[src/rtl/ucca_reset_ctrl_pkg.sv]
// ---------------------------------------------------------------------------
// ucca_reset_ctrl_pkg
// Shared definitions for the UCCA reset controller and its region checker:
//   - FSM state encoding (IDLE/HOLD/DRAIN, 2'b11 unused)
//   - cause bit positions inside violation_cause
//   - the reset handler address, used as the cleared value of violation_pc
//   - a helper that turns the checker outputs into a cause vector
// ---------------------------------------------------------------------------
package ucca_reset_ctrl_pkg;

  localparam int PC_W    = 16;
  localparam int CAUSE_W = 2;

  // Cause bit positions
  localparam int CAUSE_RET   = 0;  // return-integrity sub-check fired
  localparam int CAUSE_OTHER = 1;  // any other checker rule fired

  // Reset vector shared with the region checker
  localparam logic [PC_W-1:0] RESET_HANDLER = 16'h0000;

  typedef enum logic [1:0] {
    ST_IDLE  = 2'b00,
    ST_HOLD  = 2'b01,
    ST_DRAIN = 2'b10
  } state_e;

  // Cause vector for a violation level plus its return qualifier.
  function automatic logic [CAUSE_W-1:0] cause_of(input logic viol, input logic ret);
    logic [CAUSE_W-1:0] c;
    c              = '0;
    c[CAUSE_RET]   = viol & ret;
    c[CAUSE_OTHER] = viol & ~ret;
    return c;
  endfunction

endpackage

[src/rtl/ucca_reset_ctrl_if.sv]
// ---------------------------------------------------------------------------
// ucca_reset_ctrl_if
// Bundles the violation inputs and the reset/status outputs of the UCCA
// reset controller.
//   master : drives ucca_reset, return_reset, pc, clr_status;
//            observes puc_req, busy and the forensic status.
//   slave  : the controller itself.
// Signals:
//   ucca_reset      violation level from the region checker
//   return_reset    high when the return-integrity sub-check fired
//   pc              current program counter
//   clr_status      single-cycle clear of sticky status and counter
//   puc_req         CPU reset request toward the core
//   busy            controller is handling a violation episode
//   violation_seen  sticky "a violation happened" flag
//   violation_pc    pc captured at the last violation
//   violation_cause cause of the last violation
//   violation_cnt   saturating number of captured violations
// ---------------------------------------------------------------------------
interface ucca_reset_ctrl_if
  import ucca_reset_ctrl_pkg::*;
#(
  parameter int CNT_W = 8
);

  logic               ucca_reset;
  logic               return_reset;
  logic [PC_W-1:0]    pc;
  logic               clr_status;
  logic               puc_req;
  logic               busy;
  logic               violation_seen;
  logic [PC_W-1:0]    violation_pc;
  logic [CAUSE_W-1:0] violation_cause;
  logic [CNT_W-1:0]   violation_cnt;

  modport master (
    output ucca_reset, return_reset, pc, clr_status,
    input  puc_req, busy, violation_seen, violation_pc, violation_cause, violation_cnt
  );

  modport slave (
    input  ucca_reset, return_reset, pc, clr_status,
    output puc_req, busy, violation_seen, violation_pc, violation_cause, violation_cnt
  );

endinterface

[src/rtl/ucca_reset_ctrl_sat_counter.sv]
// ---------------------------------------------------------------------------
// ucca_reset_ctrl_sat_counter
// Saturating up-counter with synchronous clear. When clr and inc arrive in
// the same cycle the clear is applied first, so the result is 1.
// Ports:
//   clk            rising-edge clock
//   system_reset_n synchronous active-low reset
//   clr            clear to zero
//   inc            increment by one, holding at all-ones
//   count          registered count value
// ---------------------------------------------------------------------------
module ucca_reset_ctrl_sat_counter #(
  parameter int WIDTH = 8
) (
  input  logic             clk,
  input  logic             system_reset_n,
  input  logic             clr,
  input  logic             inc,
  output logic [WIDTH-1:0] count
);

  logic [WIDTH-1:0] count_reg;
  logic [WIDTH-1:0] count_next;

  always_comb begin
    count_next = count_reg;
    if (clr) begin
      count_next = '0;
    end
    // Saturate: never wrap back to zero
    if (inc && (count_next != {WIDTH{1'b1}})) begin
      count_next = count_next + WIDTH'(1);
    end
  end

  always_ff @(posedge clk) begin
    if (!system_reset_n) begin
      count_reg <= '0;
    end else begin
      count_reg <= count_next;
    end
  end

  assign count = count_reg;

endmodule

[src/rtl/ucca_reset_ctrl.sv]
// ---------------------------------------------------------------------------
// ucca_reset_ctrl
// Converts a violation level from the UCCA region checker into a clean,
// minimum-length CPU reset request for the openMSP430 core, and records
// forensic status (faulting pc, cause, sticky flag, saturating count).
// Ports:
//   clk            rising-edge clock
//   system_reset_n synchronous active-low reset
//   bus            ucca_reset_ctrl_if.slave (violation inputs, reset
//                  request, busy and status outputs)
// Parameters:
//   HOLD_CYCLES    minimum puc_req length per violation (1..255)
//   CNT_W          width of violation_cnt (must match the interface)
// ---------------------------------------------------------------------------
module ucca_reset_ctrl
  import ucca_reset_ctrl_pkg::*;
#(
  parameter int HOLD_CYCLES = 16,
  parameter int CNT_W       = 8
) (
  input  logic              clk,
  input  logic              system_reset_n,
  ucca_reset_ctrl_if.slave  bus
);

  localparam int              HOLD_W    = $clog2(HOLD_CYCLES + 1);
  localparam logic [HOLD_W-1:0] HOLD_LOAD = HOLD_W'(HOLD_CYCLES - 1);

  state_e              state_reg;
  state_e              state_next;
  logic [HOLD_W-1:0]   hold_cnt_reg;
  logic [HOLD_W-1:0]   hold_cnt_next;
  logic                puc_req_reg;
  logic                puc_req_next;
  logic                busy_reg;
  logic                capture;
  logic                seen_reg;
  logic [PC_W-1:0]     vpc_reg;
  logic [CAUSE_W-1:0]  cause_reg;

  // -------------------------------------------------------------------------
  // FSM next-state / output logic
  // -------------------------------------------------------------------------
  always_comb begin
    state_next    = state_reg;
    hold_cnt_next = hold_cnt_reg;
    puc_req_next  = 1'b0;
    capture       = 1'b0;
    case (state_reg)
      ST_IDLE: begin
        if (bus.ucca_reset) begin
          capture       = 1'b1;
          state_next    = ST_HOLD;
          hold_cnt_next = HOLD_LOAD;
          puc_req_next  = 1'b1;
        end
      end
      ST_HOLD: begin
        puc_req_next = 1'b1;
        if (hold_cnt_reg == '0) begin
          // Minimum hold done: keep requesting only if the violation is
          // still present, so a short violation yields exactly HOLD_CYCLES.
          state_next   = ST_DRAIN;
          puc_req_next = bus.ucca_reset;
        end else begin
          hold_cnt_next = hold_cnt_reg - HOLD_W'(1);
        end
      end
      ST_DRAIN: begin
        // The request follows the violation level and lingers for one
        // extra cycle after the level is sampled low. Inside DRAIN the
        // registered request equals the previous ucca_reset sample.
        puc_req_next = bus.ucca_reset | puc_req_reg;
        if (!bus.ucca_reset) begin
          state_next = ST_IDLE;
        end
      end
      default: begin
        state_next = ST_IDLE;
      end
    endcase
  end

  // -------------------------------------------------------------------------
  // FSM registers
  // -------------------------------------------------------------------------
  always_ff @(posedge clk) begin
    if (!system_reset_n) begin
      state_reg    <= ST_IDLE;
      hold_cnt_reg <= '0;
      puc_req_reg  <= 1'b0;
      busy_reg     <= 1'b0;
    end else begin
      state_reg    <= state_next;
      hold_cnt_reg <= hold_cnt_next;
      puc_req_reg  <= puc_req_next;
      busy_reg     <= (state_next != ST_IDLE);
    end
  end

  // -------------------------------------------------------------------------
  // Forensic status: a capture overrides a clear in the same cycle
  // -------------------------------------------------------------------------
  always_ff @(posedge clk) begin
    if (!system_reset_n) begin
      seen_reg  <= 1'b0;
      vpc_reg   <= RESET_HANDLER;
      cause_reg <= '0;
    end else if (capture) begin
      seen_reg  <= 1'b1;
      vpc_reg   <= bus.pc;
      cause_reg <= cause_of(bus.ucca_reset, bus.return_reset);
    end else if (bus.clr_status) begin
      seen_reg  <= 1'b0;
      vpc_reg   <= RESET_HANDLER;
      cause_reg <= '0;
    end
  end

  ucca_reset_ctrl_sat_counter #(
    .WIDTH (CNT_W)
  ) u_viol_cnt (
    .clk            (clk),
    .system_reset_n (system_reset_n),
    .clr            (bus.clr_status),
    .inc            (capture),
    .count          (bus.violation_cnt)
  );

  assign bus.puc_req         = puc_req_reg;
  assign bus.busy            = busy_reg;
  assign bus.violation_seen  = seen_reg;
  assign bus.violation_pc    = vpc_reg;
  assign bus.violation_cause = cause_reg;

  // Elaboration sanity on the hold length
  always_ff @(posedge clk) begin
    hold_range_ok : assert (HOLD_CYCLES >= 1 && HOLD_CYCLES <= 255);
  end

endmodule

[src/flat_wrapper.sv]
// flat-port wrapper written by rule: the top's interface ports become plain ports
module ucca_reset_ctrl_flat import ucca_reset_ctrl_pkg::*;
#(
  parameter int HOLD_CYCLES = 16,
  parameter int CNT_W       = 8
)
  (clk, system_reset_n, bus_ucca_reset, bus_return_reset, bus_pc, bus_clr_status, bus_puc_req, bus_busy, bus_violation_seen, bus_violation_pc, bus_violation_cause, bus_violation_cnt);
  ucca_reset_ctrl_if #(.CNT_W(CNT_W)) bus_i ();
  input  logic clk;
  input  logic system_reset_n;
  input wire logic [$bits(bus_i.ucca_reset)-1:0] bus_ucca_reset;
  input wire logic [$bits(bus_i.return_reset)-1:0] bus_return_reset;
  input wire logic [$bits(bus_i.pc)-1:0] bus_pc;
  input wire logic [$bits(bus_i.clr_status)-1:0] bus_clr_status;
  output wire logic [$bits(bus_i.puc_req)-1:0] bus_puc_req;
  output wire logic [$bits(bus_i.busy)-1:0] bus_busy;
  output wire logic [$bits(bus_i.violation_seen)-1:0] bus_violation_seen;
  output wire logic [$bits(bus_i.violation_pc)-1:0] bus_violation_pc;
  output wire logic [$bits(bus_i.violation_cause)-1:0] bus_violation_cause;
  output wire logic [$bits(bus_i.violation_cnt)-1:0] bus_violation_cnt;
  assign bus_i.ucca_reset = bus_ucca_reset;
  assign bus_i.return_reset = bus_return_reset;
  assign bus_i.pc = bus_pc;
  assign bus_i.clr_status = bus_clr_status;
  assign bus_puc_req = bus_i.puc_req;
  assign bus_busy = bus_i.busy;
  assign bus_violation_seen = bus_i.violation_seen;
  assign bus_violation_pc = bus_i.violation_pc;
  assign bus_violation_cause = bus_i.violation_cause;
  assign bus_violation_cnt = bus_i.violation_cnt;
  ucca_reset_ctrl #(.HOLD_CYCLES(HOLD_CYCLES), .CNT_W(CNT_W)) u_core (.clk(clk), .system_reset_n(system_reset_n), .bus(bus_i));
endmodule
[config.mk]
export PLATFORM = sky130hd
export DESIGN_NAME = ucca_reset_ctrl_flat
export DESIGN_NICKNAME = d
export VERILOG_FILES = /design/src/rtl/ucca_reset_ctrl_pkg.sv /design/src/rtl/ucca_reset_ctrl_if.sv /design/src/rtl/ucca_reset_ctrl_sat_counter.sv /design/src/rtl/ucca_reset_ctrl.sv /design/src/flat_wrapper.sv
export SDC_FILE = /design/constraint.sdc
export NUM_CORES = 1
export LEC_CHECK = 0
export ABC_AREA = 1
export CELL_PAD_IN_SITES_DETAIL_PLACEMENT = 1
export CELL_PAD_IN_SITES_GLOBAL_PLACEMENT = 2
export CORE_MARGIN = 2
export CORE_UTILIZATION = 27
export CTS_BUF_LIST = sky130_fd_sc_hd__clkbuf_4 sky130_fd_sc_hd__clkbuf_8 sky130_fd_sc_hd__clkbuf_16
export DETAILED_ROUTE_END_ITERATION = 12
export HOLD_SLACK_MARGIN = 0.08
export PLACE_DENSITY = 0.91
export SYNTH_ARGS = -nofsm -noshare
export SYNTH_HDL_FRONTEND = slang
export SYNTH_SLANG_ARGS = --single-unit
[constraint.sdc]
create_clock -name clk -period 3.5 [get_ports clk]
set_input_delay 0.7 -clock clk [delete_from_list [all_inputs] [get_ports clk]]
set_output_delay 0.7 -clock clk [all_outputs]
set_load 0.02 [all_outputs]
[After elaboration in Yosys (flattened, before gate mapping)]
Cells that the tools add are included.
W data, S select, Z words.
Word-level totals
  logic and storage cells: 45
  flip-flop bits (word level): 36
Cells by class
  equality and inequality tests: 5
  reduce and logical (&&, ||, !) cells: 7
  $add $sub $neg: 2
  bitwise operators: 4
  mux-type cells: 19
Operator list (count)
  $mux W16: 2
  $mux W8: 2
  $mux W2: 5
  $mux W5: 2
  $pmux W5 S2: 1
  $add A8 B1 Y8 const B: 1
  $ne A8 B8 Y1 const B: 1
  $pmux W2 S3: 1
  $reduce_bool A2 Y1: 3
  $logic_not A5 Y1: 1
  $mux W1: 5
  $sub A5 B1 Y5 const B: 1
  $ne A2 B2 Y1 const B: 2
  $pmux W1 S3: 1
  $reduce_and A3 Y1: 1
  $and A1 B1 Y1: 2
  $eq A2 B1 Y1 const B: 1
  $eq A2 B2 Y1 const B: 1
  $logic_not A2 Y1: 1
  $logic_and A1 B1 Y1: 1
  $not A1 Y1: 1
  $or A1 B1 Y1: 1

[Logic depth before layout (Yosys ltp)]
Gate-level depths: netlist of run 1.
  depth in word-level cells: 4
  gate-level depth with buffers: 11
  depth with buffers taken out: 11

[Hierarchy]
Synthesis of run 1 repeated with hierarchy kept, for this count alone.
Unflattened totals
  cell total of the unflattened synthesis: 214
  area, all modules: 1570.3 sq um
By module, submodules not included
  ucca_reset_ctrl: area an instance 1092.3 sq um, cells each 142, instances 1
  ucca_reset_ctrl_sat_counter: area an instance 478.0 sq um, cells each 72, instances 1

[Least setup slack after synthesis of run 1]
Ideal clock, no wire load.
  path type: input -> register
  start point: input bus_clr_status
  end point: register u_core.u_viol_cnt.count_reg[5], in the netlist u_core.u_viol_cnt.count[5]
  stages: 10
  slack: 1.531 ns
  arrival: 1.854 ns
  cell sequence: clkinv_2 buf_2 nand2_1 inv_1 ha_1 nand2_1 nor2_4 nand4_1 a21oi_1 nor2_1
On the way
  word-level cells in the longest chain between the ends: 4
  elaborated cells on any way between the ends: 5
RTL lines
  start, declared: RTL line flat_wrapper.sv:14  | input wire logic [$bits(bus_i.clr_status)-1:0] bus_clr_status;
  $mux W8 (*): RTL line ucca_reset_ctrl_sat_counter.sv:27  | if (clr) begin
  branches (longest 2 deep; another with $add A8 B1 Y8)
  $mux W8 (*): RTL line ucca_reset_ctrl_sat_counter.sv:31  | if (inc && (count_next != {WIDTH{1'b1}})) begin
  end signal, assigned: RTL line ucca_reset_ctrl_sat_counter.sv:40  | count_reg <= count_next;
  end, declared: RTL line ucca_reset_ctrl_sat_counter.sv:22  | logic [WIDTH-1:0] count_reg;
Every way passes the cells marked *.
A chain may end at the register's enable or synchronous reset.

[Worst setup path after layout of run 1]
  start point: input bus_clr_status
  end point: register u_core.u_viol_cnt.count_reg[4], in the netlist u_core.u_viol_cnt.count[4]
The elaborated chain is that of the path after synthesis.

==> flow_summary.yaml, run 1 <==
yosys:
  synth_common_cells: "nand2_1, dfxtp_1, a21oi_1"
  leading_cell_type_by_number_of_instances_after_synthesis: "nand2_1"
  nets_in_the_synthesized_netlist: 242
  mean_area_per_synthesized_cell_um2: 7.382
  postSynth.asyncResetShare: 0
  synthTopCellsByArea: "dfxtp_1, nand2_1, a21oi_1, nand3_1, inv_1"
  syn_area_mm2: 0.001617
  yosys.area.top_type_share: 0.4458
  seq_total_area_yosys: 0.4458
  synth_ff_type: "dfxtp_1"
  postSynthRegisterBits: 36
  syn-instance-count: 219
  synth_enable_flop_cells: 0
  yosys_warnings: 0
  yosysUniqueCellTypes: 26
  yosys.area.top_type: "dfxtp_1"
placed_design:
  gp_congestion: 0.7733
  detailedPlacementHpwl_mm: 3.199
  port-buffer-count: 49
timing:
  min_period_ns: 2.523
  finalHoldViolations: 0
  slew_headroom: 0.6983
  fin_worst_skew_ns: 0.01050
  grt_setup_unrepaired: "false"
  setup_tns_ns: 0
  worst_slew_pin_slew_ns: 0.4509
  fmax_mhz: 396.3
  finalMaxSlewViolations: 0
  finalCritPeriodShare: 0.7209
  setup_viol: 0
pwr:
  power.density_cell_area_mw_per_mm2: 457.4
  p_leak_uw: 0.0008640
  worst_ir_drop_vdd_mv: 0.1911
floorplanning:
  initial_core_util: 0.2763
  dieHeight_um: 81.38
  core.rowCount: 28
  floorplan.die.width_um: 81.38
  core_mm2: 0.005851
  num_io_pins: 50
  dieArea_mm2: 0.006622
cells_and_area:
  flow.area_growth_from_synthesis_pct: 39.86
  max_ffs_per_register: 16
  area_occupied_by_multi_input_gates_um2: 739.5
  drive_above_1_share: 0.09328
  antenna-diode-count: 0
  filler_cell_count: 719
  finish.net_count: 290
  utilization: 0.3864
  seqCellArea_um2: 720.7
clocking:
  worst_skew_pair.late_latency_ns: 0.29
  post_cts_hold_buffer_count: 0
  clock_tree.root_cell: "clkbuf_8"
  clkSlewWorstSetupHoldPaths_ns: 0.08
  cts_resized: 0
  ctsHtreeMaxLevel: 2
  post-cts-setup-buffers: 0
  cts-buffers-inserted: 5
  cts_sinks: 36
  clockBufferDepth: 2
  tritoncts_clock_tree: "done"
critical_path:
  critPathMostFrequentCell: "nand2_1"
  kind_of_end_point_of_the_critical_path: "flop"
  crit_type: "primary input to flop"
  timing.critical_path.fanout_max: 24
  timing.critical_path.required_ns: 3.72
  timing.reg2reg.setup_slack_ns: 1.81
  critical_path.reg2reg.endpoint: "u_core.u_viol_cnt.count[5]"
  crit_family: "buffers and inverters"
  worst_r2r_startpoint: "u_core.state_reg[1]"
  ff2ff_path_depth: 8
  crit_slowest_cell: "clkdlybuf4s50_1"
  critPathBufInv: 3
  arrival_ns: 2.74
  timing.critical_path.slowest_cell_delay_ns: 0.48
  crit_path_start_kind: "primary input"
  timing.critical_path.cells: "clkdlybuf4s50_1 -> clkinv_2 -> nand2_1 -> inv_1 -> ha_1 -> nand2_1 -> nor2_4 -> nand3_2 -> nand2_2 -> nand2_1 -> a21oi_1"
global_route:
  grt_first_pass_wirelength_mm: 7.314
  initial_antenna_violation_count: 0
  pin_count_of_the_biggest_net_entering_global_routing: 27
  grt_overflow_total: 0
  first_global_vias: 1624
  groute.usage.overall: 0.1418
hold_path:
  worstHoldPathType: "flop to flop"
  worst_hold_startpoint: "u_core.hold_cnt_reg[4]"
  hold_depth: 2
  holdPathEnd: "u_core.hold_cnt_reg[4]"
detailed_routing:
  vias_per_cell: 4.691
  drt_iter0_drc: 67
  drtAntennaViolNets: 0
  route.final.wire_length_mm: 4.392
  wl_per_cell_um: 12.80
  drtPass1Iterations: 5
  via_count: 1609
  route.detailed.drc: 0
outcome:
  run_status: "complete, no violations"
run:
  max_cap_violations: 0
## per-layer routing
layer,track usage,vias up,share of wire
li1,-,811,-
met1,0.1819,756,0.47
met2,0.2238,32,0.46
met3,0.04111,10,0.045
met4,0.05424,0,0.023
met5,0,-,0
## worst max-delay path by stage
| stage | from | cells after the start | endpoint | slack, ns |
|---|---|---|---|---|
| 2_1_floorplan | bus_clr_status | 10 | u_core.u_viol_cnt.count[5] | 1.53 |
| 3_5_place_dp | bus_clr_status | 11 | u_core.u_viol_cnt.count[2] | 0.69 |
| 5_1_grt | bus_clr_status | 11 | u_core.u_viol_cnt.count[4] | 0.73 |
| 4_1_cts | bus_clr_status | 11 | u_core.u_viol_cnt.count[4] | 0.97 |
| 3_3_place_gp | bus_clr_status | 11 | u_core.u_viol_cnt.count[1] | 0.76 |
| 6_report | bus_clr_status | 11 | u_core.u_viol_cnt.count[4] | 0.98 |
## kinds of logic after synthesis
logic type                 Yosys count  share of synthesized area
xor gates and xnor gates             1                   0.005419
AOI/OAI and AO/OA                   41                     0.1339
adders and majority gates            2                    0.01548
DFF                                 36                     0.4458
and+or+nand+nor                    105                     0.3026
buffers and inverters               34                    0.09674
## through the flow
step                setup slack, ns  hold slack [ns]  instances  area (µm²)  power (µW)
floorplan                     1.531           0.4120        219        1617       594.5
global placement             0.7646           0.4243        335        2150       673.5
detailed placement           0.6895           0.4355        335        2150       677.9
CTS                          0.9666           0.4479        343        2261        1046
global route                 0.7311           0.4866        343        2261        1087
finish                       0.9767           0.4425        343        2261        1034
## worst min-delay path: cells and delay by family (launching register included)
family          cells  cell delay (ns)
flops               1             0.32
compound gates      1             0.03
simple gates        1             0.05
## power by group
| group | leakage, µW | internal, µW | switching (µW) |
|---|---|---|---|
| Combinational | 0.000515 | 85.9 | 124 |
| Sequential | 0.000295 | 440 | 17.6 |
| Clock | 0.0000541 | 211 | 156 |
## area by class of cell
class / count / share of cell area
sequential: 36 / 0.3188
multi-input combinational: 149 / 0.3271
clock buffer: 5 / 0.03044
clock inverter: 3 / 0.01882
inverter: 25 / 0.04317
tap: 75 / 0.04151
timing repair buffer: 50 / 0.2203
## cells in the final DEF (no fill, tap or decap)
cell,netlist,final
nand3_1,30,30
clkinvlp_4,0,1
clkinv_2,1,2
o21ai_0,7,7
nor2_2,3,3
dfxtp_1,36,36
nand3_2,2,2
inv_4,1,1
inv_2,1,1
nand4_1,3,3
clkbuf_8,0,5
nor4_1,1,1
a21oi_1,31,31
nor2_4,2,2
nor2_1,12,12
o21ai_1,1,1
a41oi_1,1,1
bufinv_16,0,1
clkdlybuf4s50_1,0,49
xnor2_1,1,1
clkinv_1,1,1
nand2_2,5,5
buf_4,2,1
nand2_1,47,47
inv_1,21,21
ha_1,2,2
a211oi_2,1,1
Note: power is estimated with default switching activity, not from simulation.
==> run 2: changes to the inputs <==
CORE_UTILIZATION = 25   (was 27)
PLACE_DENSITY = 0.86   (was 0.91)
clock period = 2.44 ns   (was 3.5 ns; I/O delays follow)
==> run 2 against run 1 <==
  * Critical path depth did not move
  * Flip-flop and latch count did not move
  * Wire length rose by 2.0%
  * Largest power group unchanged
  * Final cell count rose by 1.5%
  * Hold slack got worse by 0.0021 ns
  * Core utilization fell by 2.7 points
  * Critical endpoint unchanged
  * Highest routed layer unchanged
  * Combinational power rose by 47%
  * Sequential share of layout area fell by 0.088 points
  * Non-clock buffer count rose by 3
==> flow_summary.yaml, run 2 (synthesis gave the netlist of run 1 again) <==
clocking:
  post-cts-setup-buffers: 0
  cts-buffers-inserted: 5
  cts_sinks: 36
  clkSlewWorstSetupHoldPaths_ns: 0.08
  cts_resized: 0
  tritoncts_clock_tree: "done"
  clock_tree.root_cell: "clkbuf_8"
  ctsHtreeMaxLevel: 2
  post_cts_hold_buffer_count: 0
  clockBufferDepth: 2
  worst_skew_pair.late_latency_ns: 0.29
pwr:
  p_sw_frac: 0.2983
  total_switching_power_uw: 419.3
  seq_power_share: 0.466
  power_uw: 1406
  power.density_cell_area_mw_per_mm2: 620.0
  worst_ir_drop_vdd_mv: 0.2378
  clock_share_of_power: 0.315
  internal_power_uw: 986.4
  p_leak_uw: 0.0008735
  power.share.combinational: 0.219
critical_path:
  kind_of_end_point_of_the_critical_path: "flop"
  crit_type: "primary input to flop"
  critPathMostFrequentCell: "nand2_1"
  timing.critical_path.fanout_max: 6
  timing.critical_path.slowest_cell_delay_ns: 0.48
  crit_path_start_kind: "primary input"
  timing.critical_path.required_ns: 2.66
  arrival_ns: 2.25
  timing.critical_path.cells: "clkdlybuf4s50_1 -> clkinv_2 -> nand2_1 -> inv_1 -> ha_1 -> nand2_1 -> nor2_4 -> nand3_2 -> nand2_2 -> nand2_1 -> a21oi_1"
  crit_slowest_cell: "clkdlybuf4s50_1"
floorplanning:
  floorplan.die.width_um: 84.41
  core.rowCount: 29
  core_mm2: 0.006314
  initial_core_util: 0.2560
  dieArea_mm2: 0.007125
  num_io_pins: 50
  dieHeight_um: 84.41
global_route:
  pin_count_of_the_biggest_net_entering_global_routing: 28
  first_global_vias: 1610
  grt_overflow_total: 0
  grt_first_pass_wirelength_mm: 7.610
  initial_antenna_violation_count: 0
  groute.usage.overall: 0.1326
timing:
  setup_tns_ns: 0
  finalHoldViolations: 0
  finalCritPeriodShare: 0.8341
  worst_slew_pin_slew_ns: 0.3812
  slew_headroom: 0.7451
  finalMaxSlewViolations: 0
  fmax_mhz: 491.4
  fin_worst_skew_ns: 0.01145
  setup_viol: 0
  grt_setup_unrepaired: "false"
  min_period_ns: 2.035
cells_and_area:
  finish.net_count: 293
  commonest_non_fill_non_tap_cell_in_the_layout: "clkdlybuf4s50_1"
  area_occupied_by_multi_input_gates_um2: 739.5
  drive_above_1_share: 0.1033
  utilization: 0.3591
  mostFrequentLayoutCells: "clkdlybuf4s50_1, nand2_1, dfxtp_1"
  flow.area_growth_from_synthesis_pct: 40.25
  antenna-diode-count: 0
  filler_cell_count: 788
  seqCellArea_um2: 720.7
  max_ffs_per_register: 16
hold_path:
  worstHoldPathType: "flop to flop"
detailed_routing:
  via_count: 1589
  vias_per_cell: 4.566
  drtAntennaViolNets: 0
  drt_iter0_drc: 52
  route.detailed.drc: 0
  wl_per_cell_um: 12.87
  route.final.wire_length_mm: 4.478
  drtPass1Iterations: 4
placed_design:
  gp_congestion: 0.8328
  port-buffer-count: 49
  detailedPlacementHpwl_mm: 3.287
run:
  max_cap_violations: 0
outcome:
  run_status: "complete, no violations"
[run 2: cell types whose count changed in the layout (fill, tap and decap cells not counted), sizes merged]
| cell | previous run | this run |
|---|---|---|
| buf | 1 | 4 |
| clkinvlp | 1 | 0 |
| bufinv | 1 | 0 |
| clkbuf | 5 | 7 |
[run 2: power groups by stage]
| stage | clock, µW | combinational, µW | sequential, µW |
|---|---|---|---|
| after floorplan | 0 | 154 | 698 |
| after global placement | 0 | 308 | 668 |
| after detailed placement | 0 | 314 | 668 |
| after CTS | 462 | 316 | 656 |
| after global routing | 484 | 345 | 660 |
| final | 442 | 309 | 655 |
[run 2: final timing paths]
path,startpoint,to,slack (ns),cells after the start
min reg2reg,u_core.hold_cnt_reg[4],u_core.hold_cnt_reg[4],0.44,2
min,u_core.hold_cnt_reg[4],u_core.hold_cnt_reg[4],0.44,2
max reg2reg,u_core.u_viol_cnt.count[1],u_core.u_viol_cnt.count[4],0.87,9
max,bus_clr_status,u_core.u_viol_cnt.count[4],0.40,11
[run 2: cell type report]
cell class,instances,share of cell area
timing repair buffer,53,0.2296
inverter,25,0.04305
clock buffer,7,0.03698
multi-input combinational,149,0.3262
clock inverter,1,0.003863
tap,77,0.04249
sequential,36,0.3179
[run 2: metrics by stage]
step                      setup WS [ns]  hold slack, ns  std cells  area (µm²)
after CTS                        0.4015          0.4453        348        2267
after global routing             0.2119          0.4749        348        2267
final                            0.4049          0.4405        348        2267
after detailed placement         0.1046          0.4331        340        2175
after global placement           0.2074          0.4274        340        2175
after floorplan                  0.6827          0.4120        219        1617
[run 2: worst max-delay path, delay by kind of cell]
family / cells / cell delay (ns)
buffers and inverters: 3 / 0.74
AOI/OAI and AO/OA: 1 / 0.12
adders and majority gates: 1 / 0.21
and+or+nand+nor: 6 / 0.69
[run 2: metal layers]
layer  routed length, µm  up-vias  part of all wire  GRT usage
met5                   0        -                 0          0
met4                  98        0             0.022    0.05628
met3                 272        8             0.061    0.04425
met2                2030       38              0.45     0.2114
met1                2076      730              0.46     0.1641
li1                    -      813                 -          -
==> run 3: changes to the inputs <==
clock period = 2.1 ns   (was 2.44 ns; I/O delays follow)
==> run 3 against run 2 <==
  * Clock skew down 0.00085 ns
  * Clock power up 39%
  * Wire length up 1.0%
  * Sequential power up 16%
  * Design area up 2.2%
  * Core utilization up 0.77 points
  * Flip-flop and latch count unchanged
  * Non-clock buffer count up 4
  * First-iteration DRC count up 12%
  * Register-to-register slack worse by 0.28 ns
  * Final cell count up 1.1%
  * Via count up 2.6%
  * Largest cell class unchanged
  * Largest power group unchanged
==> flow_summary.yaml, run 3 (synthesis gave the netlist of run 1 again) <==
timing:
  worst_slew_pin_slew_ns: 0.3224
  fin_worst_hold_slack_ns: 0.4382
  slew_headroom: 0.7851
  setup_viol: 0
  finalHoldViolations: 0
  fmax_mhz: 554.8
  grt_setup_unrepaired: "false"
  finalCritPeriodShare: 0.8584
  min_period_ns: 1.803
  finalMaxSlewViolations: 0
  post_layout_worst_setup_margin_ns: 0.2975
  fin_worst_skew_ns: 0.01060
cells_and_area:
  flow.area_growth_from_synthesis_pct: 43.27
  commonest_non_fill_non_tap_cell_in_the_layout: "clkdlybuf4s50_1"
  finish.net_count: 297
  utilization: 0.3668
  drive_above_1_share: 0.1164
  antenna-diode-count: 0
  layout.cells.non_filler: 352
  max_ffs_per_register: 16
  mostFrequentLayoutCells: "clkdlybuf4s50_1, nand2_1, dfxtp_1"
hold_path:
  worstHoldPathType: "flop to flop"
outcome:
  run_status: "complete, no violations"
pwr:
  worst_ir_drop_vdd_mv: 0.3376
  clock_share_of_power: 0.354
  p_leak_uw: 0.0009027
  power.density_cell_area_mw_per_mm2: 752.0
  p_sw_frac: 0.2803
  power.share.combinational: 0.209
  power_uw: 1742
  seq_power_share: 0.438
  total_switching_power_uw: 488.2
  internal_power_uw: 1253
critical_path:
  crit_type: "primary input to flop"
  crit_path_start: "bus_clr_status"
  arrival_ns: 2.02
  timing.critical_path.required_ns: 2.32
  timing.reg2reg.setup_slack_ns: 0.59
  worst_r2r_startpoint: "u_core.u_viol_cnt.count[0]"
  kind_of_end_point_of_the_critical_path: "flop"
  worst_setup_path_endpoint: "u_core.u_viol_cnt.count[0]"
  critical_path.reg2reg.endpoint: "u_core.u_viol_cnt.count[0]"
  ff2ff_path_depth: 9
  timing.critical_path.fanout_max: 6
  crit_path_start_kind: "primary input"
global_route:
  grt_first_pass_wirelength_mm: 7.569
  groute.usage.overall: 0.1324
  pin_count_of_the_biggest_net_entering_global_routing: 28
  first_global_vias: 1662
  initial_antenna_violation_count: 0
  grt_overflow_total: 0
clocking:
  post-cts-setup-buffers: 0
  clock_tree.root_cell: "clkbuf_8"
  clockBufferDepth: 2
  ctsHtreeMaxLevel: 2
  cts_sinks: 36
  post_cts_hold_buffer_count: 0
  tritoncts_clock_tree: "done"
  cts_resized: 0
  clkSlewWorstSetupHoldPaths_ns: 0.08
  worst_skew_pair.late_latency_ns: 0.29
  cts-buffers-inserted: 5
floorplanning:
  dieHeight_um: 84.41
  core.rowCount: 29
  initial_core_util: 0.2560
  core_mm2: 0.006314
  num_io_pins: 50
  dieArea_mm2: 0.007125
  floorplan.die.width_um: 84.41
detailed_routing:
  drtPass1Iterations: 4
  route.detailed.drc: 0
  drt_iter0_drc: 58
  wl_per_cell_um: 12.86
  drtAntennaViolNets: 0
  vias_per_cell: 4.634
  via_count: 1631
  route.final.wire_length_mm: 4.525
placed_design:
  detailedPlacementHpwl_mm: 3.353
  worst_setup_slack_after_placement_ns: -0.004814
  gp_congestion: 0.7934
  port-buffer-count: 49
  placed_cells_incl_taps: 344
run:
  max_cap_violations: 0
## run 3: cell count changes in the layout (fill, tap and decap cells not counted), sizes merged
cell	change
buf	+4
bufinv	+1
clkbuf	-1
## run 3: area by class of cell
class                   count  area, µm²
inverters                  25      97.59
well taps                  77      96.34
clock buffers               6      76.32
repair buffers             57      550.5
fillers                   815       3998
clock inverters             2      35.03
multi-input cells         149      739.5
flip-flops and latches     36      720.7
## run 3: power groups by stage
stage                     logic, µW  clock network (µW)  registers (µW)
after detailed placement        369                   0             778
after global routing            402                 663             769
after global placement          364                   0             776
after floorplan                 179                   0             811
final                           363                 616             762
after CTS                       371                 631             763
## run 3: routing by layer
layer | GRT usage | vias to the layer above | share of wire
met4 | 0.04762 | 0 | 0.015
met2 | 0.2244 | 40 | 0.46
met5 | 0 | - | 0
met3 | 0.03343 | 5 | 0.047
met1 | 0.1632 | 760 | 0.48
li1 | - | 826 | -
## run 3: worst min path at each step
stage	startpoint	endpoint	slack (ns)	cells after the start
4_1_cts	u_core.hold_cnt_reg[4]	u_core.hold_cnt_reg[4]	0.44	2
2_1_floorplan	u_core.hold_cnt_reg[4]	u_core.hold_cnt_reg[4]	0.41	2
3_3_place_gp	u_core.hold_cnt_reg[4]	u_core.hold_cnt_reg[4]	0.43	2
6_report	u_core.hold_cnt_reg[4]	u_core.hold_cnt_reg[4]	0.44	2
3_5_place_dp	u_core.hold_cnt_reg[4]	u_core.hold_cnt_reg[4]	0.43	2
5_1_grt	u_core.hold_cnt_reg[4]	u_core.hold_cnt_reg[4]	0.48	2
## run 3: per-stage QoR
stage	instance area, µm²	setup TNS, ns
floorplan	1617	0
global placement	2205	0
detailed placement	2205	-0.006403
CTS	2316	0
global route	2316	0
finish	2316	0
## run 3: worst max-delay path, stage by stage
cell             delay, ns
clkdlybuf4s50_1       0.45
clkinv_2              0.09
nand2_1               0.07
inv_1                 0.07
ha_1                  0.18
nand2_1               0.11
nor2_4                0.16
nand3_2               0.15
nand2_2               0.14
nand2_1               0.06
a21oi_1               0.11
